**src/rtl/time_display_scanner.sv**
```systemverilog
// Shares one double-dabble engine over track/minute/second and time-multiplexes an 8-digit active-low display.
// Result registers refresh every 33 cycles; an/seg are registered one cycle after the scan index; no backpressure.
module time_display_scanner #(
  parameter int SCAN_DIV = 100000
) (
  input  logic       clk,
  input  logic       rst_n,
  input  logic [7:0] track,
  input  logic [7:0] minute,
  input  logic [7:0] second,
  output logic [7:0] an,
  output logic [7:0] seg
);

  localparam int DIV_W = (SCAN_DIV > 2) ? $clog2(SCAN_DIV) : 1;
  localparam logic [DIV_W-1:0] DIV_LAST = DIV_W'(SCAN_DIV - 1);
  localparam logic [7:0] SEG_DASH  = 8'hBF;
  localparam logic [7:0] SEG_BLANK = 8'hFF;

  typedef enum logic [1:0] {ST_IDLE, ST_LOAD, ST_SHIFT, ST_STORE} conv_state_t;
  typedef enum logic [1:0] {FLD_TRACK, FLD_MINUTE, FLD_SECOND} field_t;

  conv_state_t state, state_nxt;
  field_t      field;
  logic        load_en, shift_en, store_en;

  logic [7:0]  field_bin;
  logic [7:0]  bin_sr;
  logic [11:0] bcd_acc;
  logic [11:0] bcd_adj;
  logic [19:0] shifted;
  logic [2:0]  shift_cnt;

  logic [7:0]  trk_bcd, min_bcd, sec_bcd;
  logic        trk_ovr, min_ovr, sec_ovr;

  logic [DIV_W-1:0] div_cnt;
  logic [2:0]       scan_idx;
  logic [7:0]       an_nxt, seg_nxt;

  function automatic logic [7:0] seg7(input logic [3:0] d);
    case (d)
      4'd0:    seg7 = 8'hC0;
      4'd1:    seg7 = 8'hF9;
      4'd2:    seg7 = 8'hA4;
      4'd3:    seg7 = 8'hB0;
      4'd4:    seg7 = 8'h99;
      4'd5:    seg7 = 8'h92;
      4'd6:    seg7 = 8'h82;
      4'd7:    seg7 = 8'hF8;
      4'd8:    seg7 = 8'h80;
      4'd9:    seg7 = 8'h90;
      default: seg7 = SEG_BLANK;
    endcase
  endfunction

  // Converter FSM: state register
  always_ff @(posedge clk or negedge rst_n) begin
    if (!rst_n) state <= ST_IDLE;
    else        state <= state_nxt;
  end

  // Converter FSM: next state
  always_comb begin
    state_nxt = state;
    case (state)
      ST_IDLE:  state_nxt = ST_LOAD;
      ST_LOAD:  state_nxt = ST_SHIFT;
      ST_SHIFT: if (shift_cnt == 3'd7) state_nxt = ST_STORE;
      ST_STORE: state_nxt = ST_IDLE;
      default:  state_nxt = ST_IDLE;
    endcase
  end

  // Converter FSM: outputs
  always_comb begin
    load_en  = (state == ST_LOAD);
    shift_en = (state == ST_SHIFT);
    store_en = (state == ST_STORE);
  end

  always_comb begin
    case (field)
      FLD_MINUTE: field_bin = minute;
      FLD_SECOND: field_bin = second;
      default:    field_bin = track;
    endcase
  end

  // Add-3 correction on every nibble, then shift the joined {bcd, bin} word
  always_comb begin
    bcd_adj[3:0]  = (bcd_acc[3:0]  >= 4'd5) ? bcd_acc[3:0]  + 4'd3 : bcd_acc[3:0];
    bcd_adj[7:4]  = (bcd_acc[7:4]  >= 4'd5) ? bcd_acc[7:4]  + 4'd3 : bcd_acc[7:4];
    bcd_adj[11:8] = (bcd_acc[11:8] >= 4'd5) ? bcd_acc[11:8] + 4'd3 : bcd_acc[11:8];
    shifted       = {bcd_adj, bin_sr} << 1;
  end

  always_ff @(posedge clk or negedge rst_n) begin
    if (!rst_n) begin
      bin_sr    <= '0;
      bcd_acc   <= '0;
      shift_cnt <= '0;
    end else if (load_en) begin
      bin_sr    <= field_bin;
      bcd_acc   <= '0;
      shift_cnt <= '0;
    end else if (shift_en) begin
      bcd_acc   <= shifted[19:8];
      bin_sr    <= shifted[7:0];
      shift_cnt <= shift_cnt + 3'd1;
    end
  end

  // Each field's digits and over-range flag change together, only here
  always_ff @(posedge clk or negedge rst_n) begin
    if (!rst_n) begin
      field   <= FLD_TRACK;
      trk_bcd <= '0;
      min_bcd <= '0;
      sec_bcd <= '0;
      trk_ovr <= 1'b0;
      min_ovr <= 1'b0;
      sec_ovr <= 1'b0;
    end else if (store_en) begin
      case (field)
        FLD_MINUTE: begin
          min_bcd <= bcd_acc[7:0];
          min_ovr <= (bcd_acc[11:8] != 4'd0);
          field   <= FLD_SECOND;
        end
        FLD_SECOND: begin
          sec_bcd <= bcd_acc[7:0];
          sec_ovr <= (bcd_acc[11:8] != 4'd0);
          field   <= FLD_TRACK;
        end
        default: begin
          trk_bcd <= bcd_acc[7:0];
          trk_ovr <= (bcd_acc[11:8] != 4'd0);
          field   <= FLD_MINUTE;
        end
      endcase
    end
  end

  always_ff @(posedge clk or negedge rst_n) begin
    if (!rst_n) begin
      div_cnt  <= '0;
      scan_idx <= '0;
    end else if (div_cnt == DIV_LAST) begin
      div_cnt  <= '0;
      scan_idx <= scan_idx + 3'd1;
    end else begin
      div_cnt  <= div_cnt + DIV_W'(1);
    end
  end

  always_comb begin
    an_nxt  = ~(8'd1 << scan_idx);
    seg_nxt = SEG_BLANK;
    case (scan_idx)
      3'd0: seg_nxt = sec_ovr ? SEG_DASH : seg7(sec_bcd[3:0]);
      3'd1: seg_nxt = sec_ovr ? SEG_DASH : seg7(sec_bcd[7:4]);
      3'd2: seg_nxt = (min_ovr ? SEG_DASH : seg7(min_bcd[3:0])) & 8'h7F;
      3'd3: seg_nxt = min_ovr ? SEG_DASH : seg7(min_bcd[7:4]);
      3'd6: seg_nxt = trk_ovr ? SEG_DASH : seg7(trk_bcd[3:0]);
      3'd7: begin
        // Leading zero of the track number is suppressed
        if (!trk_ovr && trk_bcd[7:4] == 4'd0) begin
          an_nxt  = 8'hFF;
          seg_nxt = SEG_BLANK;
        end else begin
          seg_nxt = trk_ovr ? SEG_DASH : seg7(trk_bcd[7:4]);
        end
      end
      default: begin
        an_nxt  = 8'hFF;
        seg_nxt = SEG_BLANK;
      end
    endcase
  end

  always_ff @(posedge clk or negedge rst_n) begin
    if (!rst_n) begin
      an  <= 8'hFF;
      seg <= 8'hFF;
    end else begin
      an  <= an_nxt;
      seg <= seg_nxt;
    end
  end

endmodule

```
**config.mk**
```make
export PLATFORM = sky130hd
export DESIGN_NAME = time_display_scanner
export DESIGN_NICKNAME = d
export VERILOG_FILES = /design/src/rtl/time_display_scanner.sv
export SDC_FILE = /design/constraint.sdc
export NUM_CORES = 1
export LEC_CHECK = 0
export CORE_MARGIN = 2
export CORE_UTILIZATION = 50
export CTS_BUF_LIST = sky130_fd_sc_hd__clkbuf_4
export CTS_CLUSTER_DIAMETER = 80
export DETAILED_ROUTE_END_ITERATION = 8
export GPL_ROUTABILITY_DRIVEN = 0
export HOLD_SLACK_MARGIN = 0.06
export PLACE_DENSITY = 0.7
export SLEW_MARGIN = 20
export SYNTH_ARGS = -nofsm -noshare
export SYNTH_HDL_FRONTEND = slang
export SYNTH_SLANG_ARGS = --single-unit
```
**constraint.sdc**
```tcl
create_clock -name clk -period 2.6 [get_ports clk]
set_input_delay 0.52 -clock clk [delete_from_list [all_inputs] [get_ports clk]]
set_output_delay 0.52 -clock clk [all_outputs]
set_load 0.005 [all_outputs]
```
# Word level (Yosys, flattened, before mapping)
# Memory sizes are Yosys's and may differ from the RTL's.
# Cells that the tools add are included.
# word_totals
ramBits	0
latchBits	0
rom_bits	672
output_inout_bits	16
memories	6
wordCells	82
input_bits	26
regBits	90
# op_classes
eq_ne	13
n_bitwise	2
n_shift	1
mul	0
mux	24
n_reduce_logical	12
div_mod_pow	0
addsub	6
n_lt_le_gt_ge	3
# memory_table
name	depth	width	read_ports	rd_ports_with_merged_regs	write_ports	line_no	rtl
(name not given)	16	7	1	0	0	42	case (d)
(name not given)	16	7	1	0	0	42	
(name not given)	16	7	1	0	0	42	
(name not given)	16	7	1	0	0	42	
(name not given)	16	7	1	0	0	42	
(name not given)	16	7	1	0	0	42	
# ops
cell	n
$mux W8	9
$pmux W8 S6	1
$pmux W8 S2	2
$mux W12	2
$add A17 B1 Y17 const B	1
$eq A17 B17 Y1 const B	1
$mux W17	1
$ge A4 B3 Y1 const B	3
$eq A3 B3 Y1 const B	3
$mux W3	3
$add A4 B2 Y4 const B	2
$mux W4	2
$not A8 Y8	1
$pmux W2 S4	1
$shl A1 B3 Y8 const A	1
$mux W7	1
$add A3 B1 Y3 const B	2
$eq A2 B2 Y1 const B	3
$eq A3 B2 Y1 const B	2
$reduce_and A2 Y1	3
$reduce_or A5 Y1	1
$eq A2 B1 Y1 const B	2
$logic_not A4 Y1	1
$pmux W2 S2	1
other kinds (12)	12

# Logic depth before layout (Yosys ltp)
# logic_depth
depth_word	4
mapped_depth	8
ltp_nobuf	7

# Least setup slack after synthesis
# Ideal clock, no wire load.
# synth_path
path_type	register to register
start	register scan_idx[2]
end	register seg[4]
arrival_time_ps	2025
path_buffers	2
path_slack_ps	510
t_required_ps	2535
period_less_slack_ps	2090
setup_ps	65
path_stages_with_launch	9
path_cell_list	dfrtp_1 > clkbuf_1 > inv_1 > ha_1 > buf_4 > or4_1 > nand3_1 > and4b_1 > nand3_1
# synth_between
elab_chain_cells	2
word_cells_on_any_way	7
cone_classes	eq/ne: 5; mux: 1; reduce/logical: 1
# synth_lines
item	line_no	rtl
start, declared	38	logic [2:0] scan_idx;
start signal, assigned	151	scan_idx <= scan_idx + 3'd1;
$eq A3 B3 Y1, or another cell as far along	160	case (scan_idx)
$pmux W8 S6 *	160	
net seg_nxt[4]	39	logic [7:0] an_nxt, seg_nxt;
end signal, assigned	188	seg <= seg_nxt;
end, declared	12	output logic [7:0] seg
# Mark *: on every way through the listed nets, which the timed path passes. The rest lies on a longest branch.
# A chain may end at the register's enable or synchronous reset.

# Final worst setup path
# Ends and elaborated chain as after synthesis.

==> results.tsv <==
stage	metric	value	unit
status	status	finished clean	
logic_synthesis	ys_types	62	
sta	tightest_slew	0.640	ns
sta	setup_viol	0	
clocking	cts_buffer_depth	2	
clocking	cts.sinks	90	
pwr	pwr-share-clk	0.175	
drt	routedWlPerCell	14.7	um
placed_design	port_buffers	41	
placed_design	dpl-instance-area	0.00612	mm2
setup_path	cp-start-kind	flop	
logic_synthesis	synthArstFlopShare	1.00	
clocking	cts_resized	0	
clocking	clockRootBuffer	clkbuf_4	
die	die_w	110	um
sta	fin_worst_skew	0.0250	ns
setup_path	crit_type	flop to flop	
drt	via_count	4444	
logic_synthesis	syn_nets	705	
drt	drt_pass1_iterations	4	
layout	nets	732	
logic_synthesis	synth_cells	627	
pwr	internal-power	2.79	mW
logic_synthesis	synth-seq-cells	90	
logic_synthesis	ys.flop_type	dfrtp_1	
setup_path	timing.rr.start	scan_idx[2]	
clocking	clkLatencyLatePin	0.45	ns
layout	final_area	0.00626	mm2
layout	syn_to_final_growth	11.5	%
drt	vias_per_cell	5.56	
job	drv_cap	0	
drt	routed_wl	11800	um
clocking	postCtsHoldBufs	0	
die	core_area	0.0109	mm2
pwr	p_sw	1.74	mW
sta	clock.fmax	451	MHz
layout	drive_gt1_frac	0.0759	
sta	maxSlewHeadroom	0.570	
setup_path	ff2ff_setup_slack	0.38	ns
sta	slew_viol_final	0	
sta	tns	0	ns
setup_path	reg2regPathDepth	6	
die	start_util	0.516	
grt	grt_antenna_before_repair	0	
logic_synthesis	synth_edf_count	0	
pwr	combPwrFrac	0.364	
clocking	htreeDepth	3	
grt	grt_pass1_wl	20100	um
sta	hold_viol_final	0	
grt	grt_usage	0.214	
setup_path	cp.required	2.97	ns
grt	gr-total-overflow	0	
pwr	p_per_area	723	mW/mm2
layout	n_antenna_cell	0	
pwr	ir_drop	0.359	mV
logic_synthesis	syn_avg_cell_area	8.95	um2
pwr	swShare	0.385	
clocking	cts_made_buffers	9	
drt	drt-initial-drc-count	274	
placed_design	dpl.hpwl	8890	um
logic_synthesis	ys_seq_area_frac	0.405	
logic_synthesis	synthesis.area	0.00561	mm2
sta	finalCritPeriodShare	0.853	
min_path	hold_class	input port to asynchronous set/reset pin	
pwr	power_frac_seq	0.461	
setup_path	worstPathArrival	2.59	ns
grt	grt_pass1_vias	4135	
die	fp.dieH	110	um
setup_path	path_max_fanout	14	
clocking	postCtsSetupBuffers	0	
clocking	clk_transition_reported_paths	0.15	ns
clocking	tritoncts	yes	
pwr	p_leak	2.77	nW
drt	drcViolationCount	0	
setup_path	r2r-end	seg[4]	
sta	rsz0062_at_grt	no	
die	dieArea	0.0121	mm2
logic_synthesis	ys_warn_count	0	
setup_path	critPathCaptureType	flop	
sta	period_needed	2.22	ns
die	rows	38	
die	io_pins	42	
grt	grt_start_max_net_pins	91	
drt	ant_nets	0	
[cells in the mapped netlist, types with 4 or more instances]
| cell type | instances | area [um2] |
|---|---|---|
| inv_1 | 44 | 165 |
| o22ai_1 | 10 | 62.6 |
| buf_2 | 5 | 25.0 |
| o21a_1 | 4 | 30.0 |
| o311ai_0 | 5 | 43.8 |
| nand3_1 | 19 | 95.1 |
| a21o_1 | 4 | 30.0 |
| clkbuf_1 | 23 | 86.3 |
| a21oi_1 | 34 | 170 |
| ha_1 | 52 | 651 |
| a22oi_1 | 10 | 75.1 |
| nand4_1 | 8 | 50.1 |
| nand2b_1 | 18 | 113 |
| nor2b_1 | 9 | 56.3 |
| o211ai_1 | 6 | 45.0 |
| nand2_1 | 62 | 233 |
| dfrtp_1 | 74 | 1850 |
| xnor2_1 | 14 | 123 |
| o31ai_1 | 4 | 30.0 |
| nor2_1 | 49 | 184 |
| nor3_1 | 10 | 50.1 |
| dfstp_2 | 16 | 420 |
| nand3b_1 | 5 | 37.5 |
| xor2_1 | 8 | 70.1 |
| o21ai_0 | 66 | 330 |
| mux2i_1 | 11 | 110 |
[state kept, by name, indices dropped and copies added (netlist names), 2 cells and up]
| name | cells |
|---|---|
| bin_sr | 8 |
| min_bcd | 8 |
| state | 2 |
| seg | 8 |
| field | 2 |
| trk_bcd | 8 |
| shift_cnt | 3 |
| an | 8 |
| sec_bcd | 8 |
| scan_idx | 3 |
| div_cnt | 17 |
| bcd_acc | 12 |
[worst max-delay path, stage by stage, from the launching register on]
cell and delay [ns]:
dfrtp_1 0.61, inv_1 0.18, ha_1 0.35, or4_1 0.64, nand3_1 0.10, and4b_1 0.19
nand3_1 0.09
[power groups by stage]
stage | combinational (mW) | sequential (mW) | clock [mW]
after detailed placement | 1.62 | 2.11 | 0
after global placement | 1.58 | 2.09 | 0
final | 1.65 | 2.09 | 0.794
after floorplan | 1.30 | 1.90 | 0
after global routing | 1.88 | 2.15 | 0.877
after CTS | 1.63 | 2.08 | 0.819
[cells by family after synthesis]
logic type | after synthesis | share of synthesized area
AO/OA/AOI/OAI | 170 | 0.185
multiplexers | 13 | 0.0236
AND/OR/NAND/NOR | 205 | 0.183
XOR/XNOR | 22 | 0.0343
adder cells (fa/ha/maj) | 52 | 0.116
buffers and inverters | 75 | 0.0533
flip-flops | 90 | 0.405
[metrics by stage]
| stage | hold slack (ns) | total power, mW | std cells | worst slack [ns] | utilization |
|---|---|---|---|---|---|
| global route | 0.0915 | 4.91 | 799 | 0.244 | 0.575 |
| finish | 0.0844 | 4.53 | 799 | 0.382 | 0.575 |
| global placement | 0.475 | 3.66 | 783 | 0.501 | 0.562 |
| floorplan | 0.224 | 3.20 | 627 | 0.510 | - |
| CTS | 0.0806 | 4.53 | 799 | 0.404 | 0.575 |
| detailed placement | 0.478 | 3.73 | 783 | 0.453 | 0.562 |
[worst max path at each step]
stage / startpoint / to / slack [ns]
3_3_place_gp: scan_idx[0] / seg[4] / 0.50
6_report: scan_idx[2] / seg[4] / 0.38
5_1_grt: scan_idx[2] / seg[4] / 0.24
2_1_floorplan: scan_idx[2] / seg[4] / 0.51
4_1_cts: scan_idx[2] / seg[4] / 0.40
3_5_place_dp: scan_idx[2] / seg[4] / 0.45
[metal layers]
layer	part of all wire	vias to the layer above	GRT usage	wire length [um]
li1	-	2233	-	-
met1	0.46	2090	0.286	5440
met2	0.48	99	0.344	5610
met3	0.039	22	0.0474	461
met4	0.021	0	0.0678	250
met5	0	-	0	0
[layout make-up]
type	count	area (um2)
Fill cell	1002	4630
Multi-Input combinational cell	462	3040
Sequential cell	90	2270
Timing Repair Buffer	47	465
Tap cell	140	175
Inverter	44	165
Clock buffer	13	97.6
Clock inverter	3	42.5
[placed cells by master (no fill, tap or decap), types with 18 or more instances in the layout]
cell type | netlist | routed
clkdlybuf4s50_1 | 0 | 40
nand3_1 | 19 | 19
nand2b_1 | 18 | 18
a21oi_1 | 34 | 34
nand2_1 | 62 | 62
inv_1 | 44 | 44
ha_1 | 52 | 52
o21ai_0 | 66 | 66
nor2_1 | 49 | 49
dfrtp_1 | 74 | 74
Power figures use the tool's default switching activity.
